==> config.mk <==
export PLATFORM = sky130hd
export DESIGN_NAME = dmem_router3
export DESIGN_NICKNAME = d
export VERILOG_FILES = /design/src/rtl/dmem_router_pkg.sv /design/src/rtl/dmem_addr_decode3.sv /design/src/rtl/dmem_router3.sv
export SDC_FILE = /design/constraint.sdc
export NUM_CORES = 1
export LEC_CHECK = 0
export CORE_AREA = 2 2 163 165
export CTS_CLUSTER_SIZE = 40
export DETAILED_ROUTE_END_ITERATION = 16
export DIE_AREA = 0 0 165 167
export GPL_TIMING_DRIVEN = 0
export SYNTH_ARGS = -nofsm -noshare
export SYNTH_HDL_FRONTEND = slang
export SYNTH_SLANG_ARGS = --single-unit
==> constraint.sdc <==
create_clock -name clk -period 2.4 [get_ports clk]
set_input_delay 0.24 -clock clk [delete_from_list [all_inputs] [get_ports clk]]
set_output_delay 0.24 -clock clk [all_outputs]
set_load 0.05 [all_outputs]
==> src/rtl/dmem_router_pkg.sv <==
// dmem_router_pkg: shared encodings and default address map for the
// 1-to-3 data-memory router (dmem_router3) and its address decoder.
package dmem_router_pkg;

  localparam int unsigned DEF_DATA_WIDTH = 32;
  localparam int unsigned STRB_WIDTH     = 4;
  localparam int unsigned TO_CNT_WIDTH   = 16;

  typedef enum logic [1:0] {
    IDLE  = 2'd0,
    ISSUE = 2'd1,
    WAIT  = 2'd2,
    RESP  = 2'd3
  } state_t;

  typedef enum logic [1:0] {
    SEL_T0   = 2'd0,
    SEL_T1   = 2'd1,
    SEL_T2   = 2'd2,
    SEL_NONE = 2'd3
  } sel_t;

  // Default map: RAM 64 KiB at 0, UART and GPIO 4 KiB windows.
  localparam logic [31:0] DEF_T0_BASE = 32'h0000_0000;
  localparam logic [31:0] DEF_T0_MASK = 32'hFFFF_0000;
  localparam logic [31:0] DEF_T1_BASE = 32'h1000_0000;
  localparam logic [31:0] DEF_T1_MASK = 32'hFFFF_F000;
  localparam logic [31:0] DEF_T2_BASE = 32'h2000_0000;
  localparam logic [31:0] DEF_T2_MASK = 32'hFFFF_F000;

endpackage

==> src/rtl/dmem_addr_decode3.sv <==
// dmem_addr_decode3: combinational priority decoder for three targets.
// Ports:
//   addr  - byte address to decode
//   sel_c - selected target (SEL_T0..SEL_T2, SEL_NONE on miss)
//   hit_c - 1 when any target matches
// Overlapping windows resolve t0 > t1 > t2.
module dmem_addr_decode3
  import dmem_router_pkg::*;
#(
  parameter int unsigned            DATA_WIDTH = DEF_DATA_WIDTH,
  parameter logic [DATA_WIDTH-1:0]  T0_BASE    = DATA_WIDTH'(DEF_T0_BASE),
  parameter logic [DATA_WIDTH-1:0]  T0_MASK    = DATA_WIDTH'(DEF_T0_MASK),
  parameter logic [DATA_WIDTH-1:0]  T1_BASE    = DATA_WIDTH'(DEF_T1_BASE),
  parameter logic [DATA_WIDTH-1:0]  T1_MASK    = DATA_WIDTH'(DEF_T1_MASK),
  parameter logic [DATA_WIDTH-1:0]  T2_BASE    = DATA_WIDTH'(DEF_T2_BASE),
  parameter logic [DATA_WIDTH-1:0]  T2_MASK    = DATA_WIDTH'(DEF_T2_MASK)
) (
  input  logic [DATA_WIDTH-1:0] addr,
  output logic [1:0]            sel_c,
  output logic                  hit_c
);

  always_comb begin
    sel_c = SEL_NONE;
    hit_c = 1'b0;
    if ((addr & T0_MASK) == T0_BASE) begin
      sel_c = SEL_T0;
      hit_c = 1'b1;
    end else if ((addr & T1_MASK) == T1_BASE) begin
      sel_c = SEL_T1;
      hit_c = 1'b1;
    end else if ((addr & T2_MASK) == T2_BASE) begin
      sel_c = SEL_T2;
      hit_c = 1'b1;
    end
  end

endmodule

==> src/rtl/dmem_router3.sv <==
// dmem_router3: routes one core load/store to RAM (t0), UART (t1) or
// GPIO (t2) with a valid/ready issue phase and an rvalid completion,
// then returns a one-cycle response. One transaction outstanding.
// Ports:
//   clk, resetn              - clock, synchronous active-low reset
//   req_*                    - core request (valid/ready, we, addr, wdata, wstrb)
//   resp_valid/rdata/err     - one-cycle response; rdata/err held until next
//   tN_valid/ready           - target N request handshake
//   tN_we/addr/wdata/wstrb   - registered request fields (addr is the offset)
//   tN_rvalid/rdata          - target N completion and read data
// Optional: define ROUTER_TIMEOUT_EN to bound ISSUE/WAIT by TIMEOUT_CYCLES.
module dmem_router3
  import dmem_router_pkg::*;
#(
  parameter int unsigned            DATA_WIDTH     = DEF_DATA_WIDTH,
  parameter logic [DATA_WIDTH-1:0]  T0_BASE        = DATA_WIDTH'(DEF_T0_BASE),
  parameter logic [DATA_WIDTH-1:0]  T0_MASK        = DATA_WIDTH'(DEF_T0_MASK),
  parameter logic [DATA_WIDTH-1:0]  T1_BASE        = DATA_WIDTH'(DEF_T1_BASE),
  parameter logic [DATA_WIDTH-1:0]  T1_MASK        = DATA_WIDTH'(DEF_T1_MASK),
  parameter logic [DATA_WIDTH-1:0]  T2_BASE        = DATA_WIDTH'(DEF_T2_BASE),
  parameter logic [DATA_WIDTH-1:0]  T2_MASK        = DATA_WIDTH'(DEF_T2_MASK),
  parameter int unsigned            TIMEOUT_CYCLES = 256
) (
  input  logic                  clk,
  input  logic                  resetn,
  input  logic                  req_valid,
  output logic                  req_ready,
  input  logic                  req_we,
  input  logic [DATA_WIDTH-1:0] req_addr,
  input  logic [DATA_WIDTH-1:0] req_wdata,
  input  logic [STRB_WIDTH-1:0] req_wstrb,
  output logic                  resp_valid,
  output logic [DATA_WIDTH-1:0] resp_rdata,
  output logic                  resp_err,
  output logic                  t0_valid,
  input  logic                  t0_ready,
  output logic                  t0_we,
  output logic [DATA_WIDTH-1:0] t0_addr,
  output logic [DATA_WIDTH-1:0] t0_wdata,
  output logic [STRB_WIDTH-1:0] t0_wstrb,
  input  logic                  t0_rvalid,
  input  logic [DATA_WIDTH-1:0] t0_rdata,
  output logic                  t1_valid,
  input  logic                  t1_ready,
  output logic                  t1_we,
  output logic [DATA_WIDTH-1:0] t1_addr,
  output logic [DATA_WIDTH-1:0] t1_wdata,
  output logic [STRB_WIDTH-1:0] t1_wstrb,
  input  logic                  t1_rvalid,
  input  logic [DATA_WIDTH-1:0] t1_rdata,
  output logic                  t2_valid,
  input  logic                  t2_ready,
  output logic                  t2_we,
  output logic [DATA_WIDTH-1:0] t2_addr,
  output logic [DATA_WIDTH-1:0] t2_wdata,
  output logic [STRB_WIDTH-1:0] t2_wstrb,
  input  logic                  t2_rvalid,
  input  logic [DATA_WIDTH-1:0] t2_rdata
);

  // Elaboration-time sanity check on the timeout limit (16-bit counter).
  if (TIMEOUT_CYCLES < 2 || TIMEOUT_CYCLES > 65536) begin : g_bad_timeout
    $error("dmem_router3: TIMEOUT_CYCLES out of range");
  end

  state_t                state, state_n;
  sel_t                  sel_q, sel_n;
  logic [1:0]            dec_sel_c;
  logic                  dec_hit_c;
  logic                  accept_c;
  logic                  to_hit_c;
  logic                  sel_ready_c, sel_rvalid_c;
  logic [DATA_WIDTH-1:0] sel_rdata_c;
  logic [DATA_WIDTH-1:0] rdata_n;
  logic                  err_n;

  logic                  we_q;
  logic [DATA_WIDTH-1:0] wdata_q;
  logic [STRB_WIDTH-1:0] wstrb_q;
  logic [DATA_WIDTH-1:0] off0_q, off1_q, off2_q;
  logic [2:0]            tvalid_q;

  dmem_addr_decode3 #(
    .DATA_WIDTH (DATA_WIDTH),
    .T0_BASE    (T0_BASE),
    .T0_MASK    (T0_MASK),
    .T1_BASE    (T1_BASE),
    .T1_MASK    (T1_MASK),
    .T2_BASE    (T2_BASE),
    .T2_MASK    (T2_MASK)
  ) u_decode (
    .addr  (req_addr),
    .sel_c (dec_sel_c),
    .hit_c (dec_hit_c)
  );

  // Handshake/completion of the currently selected target only.
  always_comb begin
    sel_ready_c  = 1'b0;
    sel_rvalid_c = 1'b0;
    sel_rdata_c  = '0;
    case (sel_q)
      SEL_T0: begin sel_ready_c = t0_ready; sel_rvalid_c = t0_rvalid; sel_rdata_c = t0_rdata; end
      SEL_T1: begin sel_ready_c = t1_ready; sel_rvalid_c = t1_rvalid; sel_rdata_c = t1_rdata; end
      SEL_T2: begin sel_ready_c = t2_ready; sel_rvalid_c = t2_rvalid; sel_rdata_c = t2_rdata; end
      default: ;
    endcase
  end

`ifdef ROUTER_TIMEOUT_EN
  logic [TO_CNT_WIDTH-1:0] to_cnt;

  // Cleared on entry to ISSUE, counts every ISSUE/WAIT cycle.
  always_ff @(posedge clk) begin
    if (!resetn) begin
      to_cnt <= '0;
    end else if (state != ISSUE && state_n == ISSUE) begin
      to_cnt <= '0;
    end else if (state == ISSUE || state == WAIT) begin
      to_cnt <= to_cnt + TO_CNT_WIDTH'(1);
    end
  end

  assign to_hit_c = (to_cnt == TO_CNT_WIDTH'(TIMEOUT_CYCLES - 1));
`else
  assign to_hit_c = 1'b0;
`endif

  // Next-state and next response values.
  always_comb begin
    state_n  = state;
    sel_n    = sel_q;
    rdata_n  = resp_rdata;
    err_n    = resp_err;
    accept_c = 1'b0;
    case (state)
      IDLE: begin
        if (req_valid) begin
          accept_c = 1'b1;
          sel_n    = sel_t'(dec_sel_c);
          if (dec_hit_c) begin
            state_n = ISSUE;
          end else begin
            state_n = RESP;
            rdata_n = '0;
            err_n   = 1'b1;
          end
        end
      end
      ISSUE: begin
        // A same-cycle rvalid is ignored here; the target holds it into WAIT.
        if (to_hit_c) begin
          state_n = RESP;
          rdata_n = '0;
          err_n   = 1'b1;
        end else if (sel_ready_c) begin
          state_n = WAIT;
        end
      end
      WAIT: begin
        if (sel_rvalid_c) begin
          state_n = RESP;
          rdata_n = we_q ? '0 : sel_rdata_c;
          err_n   = 1'b0;
        end else if (to_hit_c) begin
          state_n = RESP;
          rdata_n = '0;
          err_n   = 1'b1;
        end
      end
      RESP: begin
        state_n = IDLE;
      end
      default: begin
        state_n = IDLE;
      end
    endcase
  end

  // State register.
  always_ff @(posedge clk) begin
    if (!resetn) begin
      state <= IDLE;
      sel_q <= SEL_NONE;
    end else begin
      state <= state_n;
      sel_q <= sel_n;
    end
  end

  // Registered outputs, derived from the next state so they align with it.
  always_ff @(posedge clk) begin
    if (!resetn) begin
      req_ready  <= 1'b1;
      resp_valid <= 1'b0;
      resp_rdata <= '0;
      resp_err   <= 1'b0;
      tvalid_q   <= '0;
      we_q       <= 1'b0;
      wdata_q    <= '0;
      wstrb_q    <= '0;
      off0_q     <= '0;
      off1_q     <= '0;
      off2_q     <= '0;
    end else begin
      req_ready   <= (state_n == IDLE);
      resp_valid  <= (state_n == RESP);
      resp_rdata  <= rdata_n;
      resp_err    <= err_n;
      tvalid_q[0] <= (state_n == ISSUE) && (sel_n == SEL_T0);
      tvalid_q[1] <= (state_n == ISSUE) && (sel_n == SEL_T1);
      tvalid_q[2] <= (state_n == ISSUE) && (sel_n == SEL_T2);
      if (accept_c) begin
        we_q    <= req_we;
        wdata_q <= req_wdata;
        wstrb_q <= req_wstrb;
        off0_q  <= req_addr & ~T0_MASK;
        off1_q  <= req_addr & ~T1_MASK;
        off2_q  <= req_addr & ~T2_MASK;
      end
    end
  end

  assign t0_valid = tvalid_q[0];
  assign t1_valid = tvalid_q[1];
  assign t2_valid = tvalid_q[2];
  assign t0_we    = we_q;
  assign t1_we    = we_q;
  assign t2_we    = we_q;
  assign t0_wdata = wdata_q;
  assign t1_wdata = wdata_q;
  assign t2_wdata = wdata_q;
  assign t0_wstrb = wstrb_q;
  assign t1_wstrb = wstrb_q;
  assign t2_wstrb = wstrb_q;
  assign t0_addr  = off0_q;
  assign t1_addr  = off1_q;
  assign t2_addr  = off2_q;

endmodule

==> impl_metrics.sql, run 1 <==
INSERT INTO impl_metrics (metric_group, metric, value, unit) VALUES
('sta', 'fin_skew', '10.8', 'ps'),
('placement', 'place_hpwl', '16900', 'µm'),
('setup_path', 'critPathMostFrequentCell', 'sky130_fd_sc_hd__buf_6', ''),
('final_layout', 'share_of_post_route_cells_with_drive_strength_above_1', '0.204', ''),
('sta', 'final_setup_slack_of_the_worst_path', '69.2', 'ps'),
('route', 'wire_per_inst', '14.9', 'µm'),
('floorplanning', 'die_h', '167', 'µm'),
('synthesis', 'post_synth_inst_count', '630', ''),
('clocking', 'worstSkewPairLatency', '350', 'ps'),
('final_layout', 'seq_area', '1900', 'µm²'),
('final_layout', 'multi_input_area', '2360', 'µm²'),
('final_layout', 'layout_common_cells', '362 x sky130_fd_sc_hd__clkdlybuf4s50_1, 154 x sky130_fd_sc_hd__buf_4, 112 x sky130_fd_sc_hd__nand2_1', ''),
('synthesis', 'yosys.area.top_type', 'sky130_fd_sc_hd__dfxtp_1', ''),
('sta', 'final-setup-viol-count', '0', ''),
('setup_path', 'crit-reg2reg-launch', 'sel_q[1]', ''),
('final_layout', 'final_common_cell', 'sky130_fd_sc_hd__clkdlybuf4s50_1', ''),
('clocking', 'cts_hold_fix_bufs', '0', ''),
('floorplanning', 'core', '25800', 'µm²'),
('setup_path', 'element_type_at_the_critical_path_end', 'flop', ''),
('global_route', 'grt_max_degree', '19', ''),
('global_route', 'antenna_found_initial', '0', ''),
('setup_path', 'crit_type', 'in2reg', ''),
('synthesis', 'synth_area_per_cell', '8.53', 'µm²'),
('synthesis', 'seq_area_frac_synth', '0.354', ''),
('global_route', 'grt_usage', '0.144', ''),
('setup_path', 'worst-endpoint-arrival', '2610', 'ps'),
('placement', 'preCtsSetupSlack', '-342', 'ps'),
('clocking', 'cts.path.max_buffers', '2', ''),
('setup_path', 'crit_path_start_kind', 'input pin', ''),
('clocking', 'cts_made_buffers', '9', ''),
('clocking', 'clk_transition_reported_paths', '80', 'ps'),
('setup_path', 'ff2ff_setup_slack', '230', 'ps'),
('run_status', 'outcome', 'finished, final reports clean', ''),
('synthesis', 'synth.yosys.warnings', '0', ''),
('route', 'first_pass_iters', '4', ''),
('setup_path', 'worst_setup_sp', 'req_addr[12]', ''),
('synthesis', 'post_synth_main_area_contributors', 'sky130_fd_sc_hd__dfxtp_1 35%, sky130_fd_sc_hd__buf_4 22%, sky130_fd_sc_hd__nand2_1 7.8%', ''),
('setup_path', 'critical_path.top_delay_family', 'buffers and inverters', ''),
('final_layout', 'diodes_inserted', '0', ''),
('global_route', 'wire_length_of_the_first_global_routing_pass', '30400', 'µm'),
('worst_hold_path', 'timing.hold.worst.class', 'in2reg', ''),
('route', 'post-route-drc-count', '0', ''),
('setup_path', 'timing.reg2reg.worst_path_depth', '6', ''),
('synthesis', 'distinct_cell_type_count_of_the_synthesized_netlist', '37', ''),
('route', 'count_of_vias_placed_by_the_detailed_router', '5581', ''),
('route', 'vias_per_cell', '3.99', ''),
('global_route', 'gr-total-overflow', '0', ''),
('floorplanning', 'die_area', '27600', 'µm²'),
('setup_path', 'setup.worst_path.end', 'resp_rdata[29]', ''),
('setup_path', 'critical_path_peak_fanout', '10', ''),
('sta', 'hold_viol_final', '0', ''),
('clocking', 'clockRootBuffer', 'sky130_fd_sc_hd__clkbuf_16', ''),
('clocking', 'tritoncts', 'built', ''),
('setup_path', 'cp_num_buf_inv', '4', ''),
('route', 'antenna_left', '0', ''),
('sta', 'final.min_clock_period', '2330', 'ps'),
('sta', 'maxSlewViolCount', '0', ''),
('final_layout', 'fillers', '2637', ''),
('floorplanning', 'floorplan.initialDensity', '0.209', ''),
('synthesis', 'synthDominantCellAreaShare', '0.354', ''),
('setup_path', 'timing.rr.end', 'resp_rdata[29]', ''),
('final_layout', 'final_nets', '1232', ''),
('sta', 'max_clock_freq', '0.429', 'GHz'),
('setup_path', 'crit_path_cell_trace', 'clkdlybuf4s50_1 -> or4_4 -> maj3_2 -> o21a_1 -> buf_6 -> or2_1 -> buf_6 -> buf_6 -> a21oi_1', ''),
('route', 'drt_first_iter_violations', '217', ''),
('floorplanning', 'die_x', '165', 'µm'),
('clocking', 'cts_num_sinks', '95', ''),
('final_layout', 'fin_util', '0.386', ''),
('route', 'wl', '20800', 'µm'),
('placement', 'portBuffers', '362', ''),
('sta', 'grt_setup_unrepaired', 'false', '');
[metrics by stage]
stage / instances / area (µm²) / setup TNS, ps / power [µW] / hold slack, ps
after global routing: 1398 / 9960 / 0 / 6300 / 442
final: 1398 / 9960 / 0 / 6020 / 440
after floorplan: 685 / 5580 / 0 / 3620 / 385
after global placement: 1382 / 9630 / -9920 / 4600 / 458
after CTS: 1398 / 9930 / 0 / 6110 / 417
after detailed placement: 1382 / 9630 / -10760 / 4610 / 463
[worst min path at each step]
stage	from	endpoint	slack (ps)	cells after the start
floorplan	req_addr[11]	t0_addr[11]	380	2
global placement	t0_addr[15]	t0_addr[15]	460	2
detailed placement	t0_addr[13]	t0_addr[13]	460	2
CTS	req_wdata[11]	t0_wdata[11]	420	3
global route	req_wdata[15]	t0_wdata[15]	440	3
finish	req_wdata[10]	t0_wdata[10]	440	3
[cells in the mapped netlist]
library cell / count
sky130_fd_sc_hd__a211o_1: 1
sky130_fd_sc_hd__a211oi_1: 3
sky130_fd_sc_hd__a21boi_0: 53
sky130_fd_sc_hd__a21o_1: 1
sky130_fd_sc_hd__a21oi_1: 33
sky130_fd_sc_hd__a22oi_1: 32
sky130_fd_sc_hd__and2_1: 2
sky130_fd_sc_hd__and3_1: 1
sky130_fd_sc_hd__buf_1: 7
sky130_fd_sc_hd__buf_2: 1
sky130_fd_sc_hd__buf_4: 154
sky130_fd_sc_hd__buf_6: 5
sky130_fd_sc_hd__clkbuf_1: 31
sky130_fd_sc_hd__conb_1: 1
sky130_fd_sc_hd__dfxtp_1: 95
sky130_fd_sc_hd__maj3_2: 1
sky130_fd_sc_hd__mux2_2: 32
sky130_fd_sc_hd__mux2i_1: 1
sky130_fd_sc_hd__nand2_1: 112
sky130_fd_sc_hd__nand2b_1: 5
sky130_fd_sc_hd__nand3_1: 1
sky130_fd_sc_hd__nand3b_1: 2
sky130_fd_sc_hd__nand4_1: 1
sky130_fd_sc_hd__nor2_1: 3
sky130_fd_sc_hd__nor2b_1: 3
sky130_fd_sc_hd__nor3_1: 1
sky130_fd_sc_hd__nor4_1: 3
sky130_fd_sc_hd__nor4b_1: 1
sky130_fd_sc_hd__o211ai_1: 3
sky130_fd_sc_hd__o21a_1: 3
sky130_fd_sc_hd__o21ai_0: 1
sky130_fd_sc_hd__o22ai_1: 1
sky130_fd_sc_hd__o31ai_1: 32
sky130_fd_sc_hd__or2_1: 1
sky130_fd_sc_hd__or3_1: 1
sky130_fd_sc_hd__or4_1: 1
sky130_fd_sc_hd__or4_4: 1
[per-layer routing]
metal / GRT usage / wire length, µm
met5: 0 / 0
met4: 0.0336 / 201
met3: 0.0428 / 1860
met2: 0.266 / 10600
met1: 0.162 / 8150
[registers in the layout, indices dropped and copies added, names as in the netlist]
signal      cells
t0_addr         5
t0_wstrb        4
t2_addr        11
sel_q           2
req_ready       1
t0_we           1
resp_valid      1
tvalid_q        3
state           2
resp_rdata     32
resp_err        1
t0_wdata       32
[where the power goes]
group	switching [µW]	total (µW)	internal (µW)
sequential	125	1850	1730
clock	723	1450	729
combinational	1650	2720	1060
[area by class of cell]
type,count,share of cell area
clock inverters,7,0.00641
repair buffers,362,0.364
multi-input cells,392,0.237
plain buffers,198,0.137
flip-flops and latches,95,0.191
clock buffers,9,0.0226
well taps,335,0.0421
[worst reg2reg max path, stage by stage (launching register included)]
cell	delay (ps)
sky130_fd_sc_hd__dfxtp_1	380
sky130_fd_sc_hd__buf_2	320
sky130_fd_sc_hd__a211oi_1	180
sky130_fd_sc_hd__a211oi_4	470
sky130_fd_sc_hd__clkbuf_1	470
sky130_fd_sc_hd__o31ai_1	140
sky130_fd_sc_hd__a21oi_1	150
[cells by family (layout without fill, tap and decap cells)]
family / count (synthesis) / after routing / synth area share
and+or+nand+nor: 139 / 139 / 0.110
other: 1 / 56 / 0.000697
buffers and inverters: 198 / 576 / 0.253
adders and majority gates: 1 / 1 / 0.00209
DFF: 95 / 95 / 0.354
muxes: 33 / 33 / 0.0689
AOI/OAI and AO/OA: 163 / 163 / 0.212
[what timing repair did]
action,CTS,global route
setup buffers,0,0
resized for setup,2,10
endpoints found under the setup margin,34,29
Note: power is estimated with default switching activity, not from simulation.
==> run 2: changes to the inputs <==
--- a/config.mk
+++ b/config.mk
@@ -5,6 +5,7 @@
 export SDC_FILE = /design/constraint.sdc
 export NUM_CORES = 1
 export LEC_CHECK = 0
+export CAP_MARGIN = 20
 export CORE_AREA = 2 2 163 165
 export CTS_CLUSTER_SIZE = 40
 export DETAILED_ROUTE_END_ITERATION = 16
==> impl_metrics.sql, run 2 (synthesized netlist as in run 1, its figures left out) <==
INSERT INTO impl_metrics (metric_group, metric, value, unit) VALUES
('run_status', 'outcome', 'finished, final reports clean', ''),
('power_and_ir_drop', 'p_leak', '0.00401', 'µW'),
('global_route', 'via_count_of_the_first_global_routing_pass', '5355', ''),
('route', 'count_of_vias_placed_by_the_detailed_router', '5609', ''),
('floorplanning', 'die_area', '27600', 'µm²'),
('global_route', 'antenna_found_initial', '0', ''),
('placement', 'portBuffers', '362', ''),
('setup_path', 'timing.reg2reg.worst_path_depth', '7', ''),
('floorplanning', 'floorplan.initialDensity', '0.209', ''),
('worst_hold_path', 'min_to', 't0_wdata[10]', ''),
('sta', 'maxSlewViolCount', '0', ''),
('sta', 'final-setup-viol-count', '0', ''),
('sta', 'hold_viol_final', '0', ''),
('sta', 'worst_hold_slack', '440', 'ps'),
('route', 'wire_per_inst', '14.9', 'µm'),
('final_layout', 'areaGrowthSynthToFinish', '84.9', '%'),
('job', 'cap_violations', '0', ''),
('route', 'wl', '20900', 'µm'),
('setup_path', 'timing.rr.end', 'resp_rdata[31]', ''),
('placement', 'place_hpwl', '16900', 'µm'),
('floorplanning', 'die_x', '165', 'µm'),
('clocking', 'cts.repair_timing.setup_buffer_count', '0', ''),
('final_layout', 'fillers', '2621', ''),
('route', 'antenna_left', '0', ''),
('floorplanning', 'die_h', '167', 'µm'),
('route', 'drt_first_iter_violations', '214', ''),
('final_layout', 'share_of_post_route_cells_with_drive_strength_above_1', '0.203', ''),
('final_layout', 'final_common_cell', 'sky130_fd_sc_hd__clkdlybuf4s50_1', ''),
('clocking', 'clock_tree.htree_level_count', '3', ''),
('sta', 'fin_skew', '10.9', 'ps'),
('global_route', 'grt_max_degree', '19', ''),
('final_layout', 'multi_input_area', '2340', 'µm²'),
('floorplanning', 'number_of_primary_i_o_pins', '419', ''),
('power_and_ir_drop', 'max-vdd-ir-drop', '0.235', 'mV'),
('clocking', 'worstSkewPairLatency', '350', 'ps'),
('clocking', 'cts_made_buffers', '9', ''),
('setup_path', 'critical_path_peak_fanout', '10', ''),
('route', 'first_pass_iters', '4', ''),
('sta', 'final_setup_slack_of_the_worst_path', '102', 'ps'),
('worst_hold_path', 'timing.hold.worst.class', 'in2reg', ''),
('clocking', 'clockRootBuffer', 'sky130_fd_sc_hd__clkbuf_16', ''),
('clocking', 'clk_transition_reported_paths', '80', 'ps'),
('clocking', 'cts_num_sinks', '95', ''),
('worst_hold_path', 'whs_path_depth', '3', ''),
('final_layout', 'seq_area', '1900', 'µm²'),
('final_layout', 'diodes_inserted', '0', ''),
('setup_path', 'critPathRequiredTime', '2680', 'ps'),
('setup_path', 'element_type_at_the_critical_path_end', 'flop', ''),
('global_route', 'grt_usage', '0.146', ''),
('route', 'post-route-drc-count', '0', ''),
('global_route', 'wire_length_of_the_first_global_routing_pass', '30400', 'µm'),
('placement', 'preCtsSetupSlack', '-313', 'ps'),
('power_and_ir_drop', 'pwr_density_cell', '604', 'nW/µm²'),
('final_layout', 'fin_util', '0.386', ''),
('setup_path', 'crit-reg2reg-launch', 'sel_q[1]', ''),
('sta', 'timing.max_slew.rel_slack', '0.548', ''),
('final_layout', 'layout_common_cells', '362 x sky130_fd_sc_hd__clkdlybuf4s50_1, 155 x sky130_fd_sc_hd__buf_4, 112 x sky130_fd_sc_hd__nand2_1', ''),
('sta', 'max_clock_freq', '0.435', 'GHz'),
('final_layout', 'final_nets', '1232', ''),
('sta', 'grt_setup_unrepaired', 'false', ''),
('clocking', 'tritoncts', 'built', ''),
('setup_path', 'ff2ff_setup_slack', '220', 'ps'),
('floorplanning', 'core', '25800', 'µm²'),
('route', 'vias_per_cell', '4.01', ''),
('setup_path', 'crit_type', 'in2reg', ''),
('placement', 'gp_congestion', '0.744', ''),
('sta', 'final.min_clock_period', '2300', 'ps'),
('sta', 'min_period_over_period', '0.958', ''),
('final_layout', 'number_of_non_filler_instances_in_the_completed_layout', '1398', ''),
('clocking', 'cts_hold_fix_bufs', '0', ''),
('clocking', 'cts.path.max_buffers', '2', ''),
('setup_path', 'crit_path_start_kind', 'input pin', ''),
('setup_path', 'worst-endpoint-arrival', '2580', 'ps'),
('placement', 'place.detailed.instances', '1383', ''),
('global_route', 'gr-total-overflow', '0', ''),
('worst_hold_path', 'hp-start', 'req_wdata[10]', ''),
('floorplanning', 'row_count', '59', ''),
('sta', 'slew_at_the_pin_closest_to_its_max_slew_limit', '673', 'ps');
==> run 2: changes by cell type in the layout (fill, tap and decap cells not counted), sizes merged <==
cell	before	now
buf	167	168
clkbuf	40	39
==> run 2: where the power goes <==
group	switching [µW]	internal, µW
Clock	714	728
Combinational	1650	1060
Sequential	125	1730
==> run 2: layout make-up <==
cell class                 count  share of cell area
multi-input combinational    392               0.235
clock buffer                   9              0.0227
tap                          335              0.0422
timing repair buffer         363               0.365
sequential                    95               0.191
buffer                       197               0.137
clock inverter                 7             0.00642
==> run 2: per-stage QoR <==
step | power (µW) | TNS [ps] | area (µm²)
after global placement | 4600 | -9920 | 9630
final | 6000 | 0 | 9940
after detailed placement | 4610 | -9350 | 9630
after CTS | 6110 | 0 | 9930
after global routing | 6300 | 0 | 9940
after floorplan | 3620 | 0 | 5580
==> run 2: per-layer routing <==
layer	GRT usage	vias to the layer above	routed length (µm)
met5	0	-	0
met4	0.0329	0	227
met3	0.0421	16	1960
met2	0.266	278	10600
met1	0.165	2517	8110
li1	-	2798	-
==> run 2: timing repair <==
| item | 4_1_cts | 5_1_grt |
|---|---|---|
| endpoints found under the hold margin | 0 | 0 |
| pin swaps | 0 | 1 |
| setup endpoints to repair | 30 | 17 |
| resized for setup | 2 | 7 |
| cloned | 0 | 0 |
==> run 2: worst max path at each step <==
stage               slack, ps        endpoint         start  depth (start not counted)
global placement         -320  resp_rdata[18]     t0_rvalid                          7
finish                    100  resp_rdata[29]  req_addr[15]                          9
detailed placement       -310  resp_rdata[14]  req_addr[12]                          8
CTS                        70  resp_rdata[14]  req_addr[12]                          8
floorplan                 400  resp_rdata[27]  req_addr[15]                          8
global route                7   resp_rdata[8]      sel_q[1]                          7
==> run 2: critical path: stages <==
cell and delay [ps]:
sky130_fd_sc_hd__clkdlybuf4s50_1 470, sky130_fd_sc_hd__or4_4 610, sky130_fd_sc_hd__maj3_2 320, sky130_fd_sc_hd__o21a_1 180, sky130_fd_sc_hd__buf_6 140, sky130_fd_sc_hd__or2_1 220
sky130_fd_sc_hd__buf_6 140, sky130_fd_sc_hd__buf_6 140, sky130_fd_sc_hd__a21oi_1 130
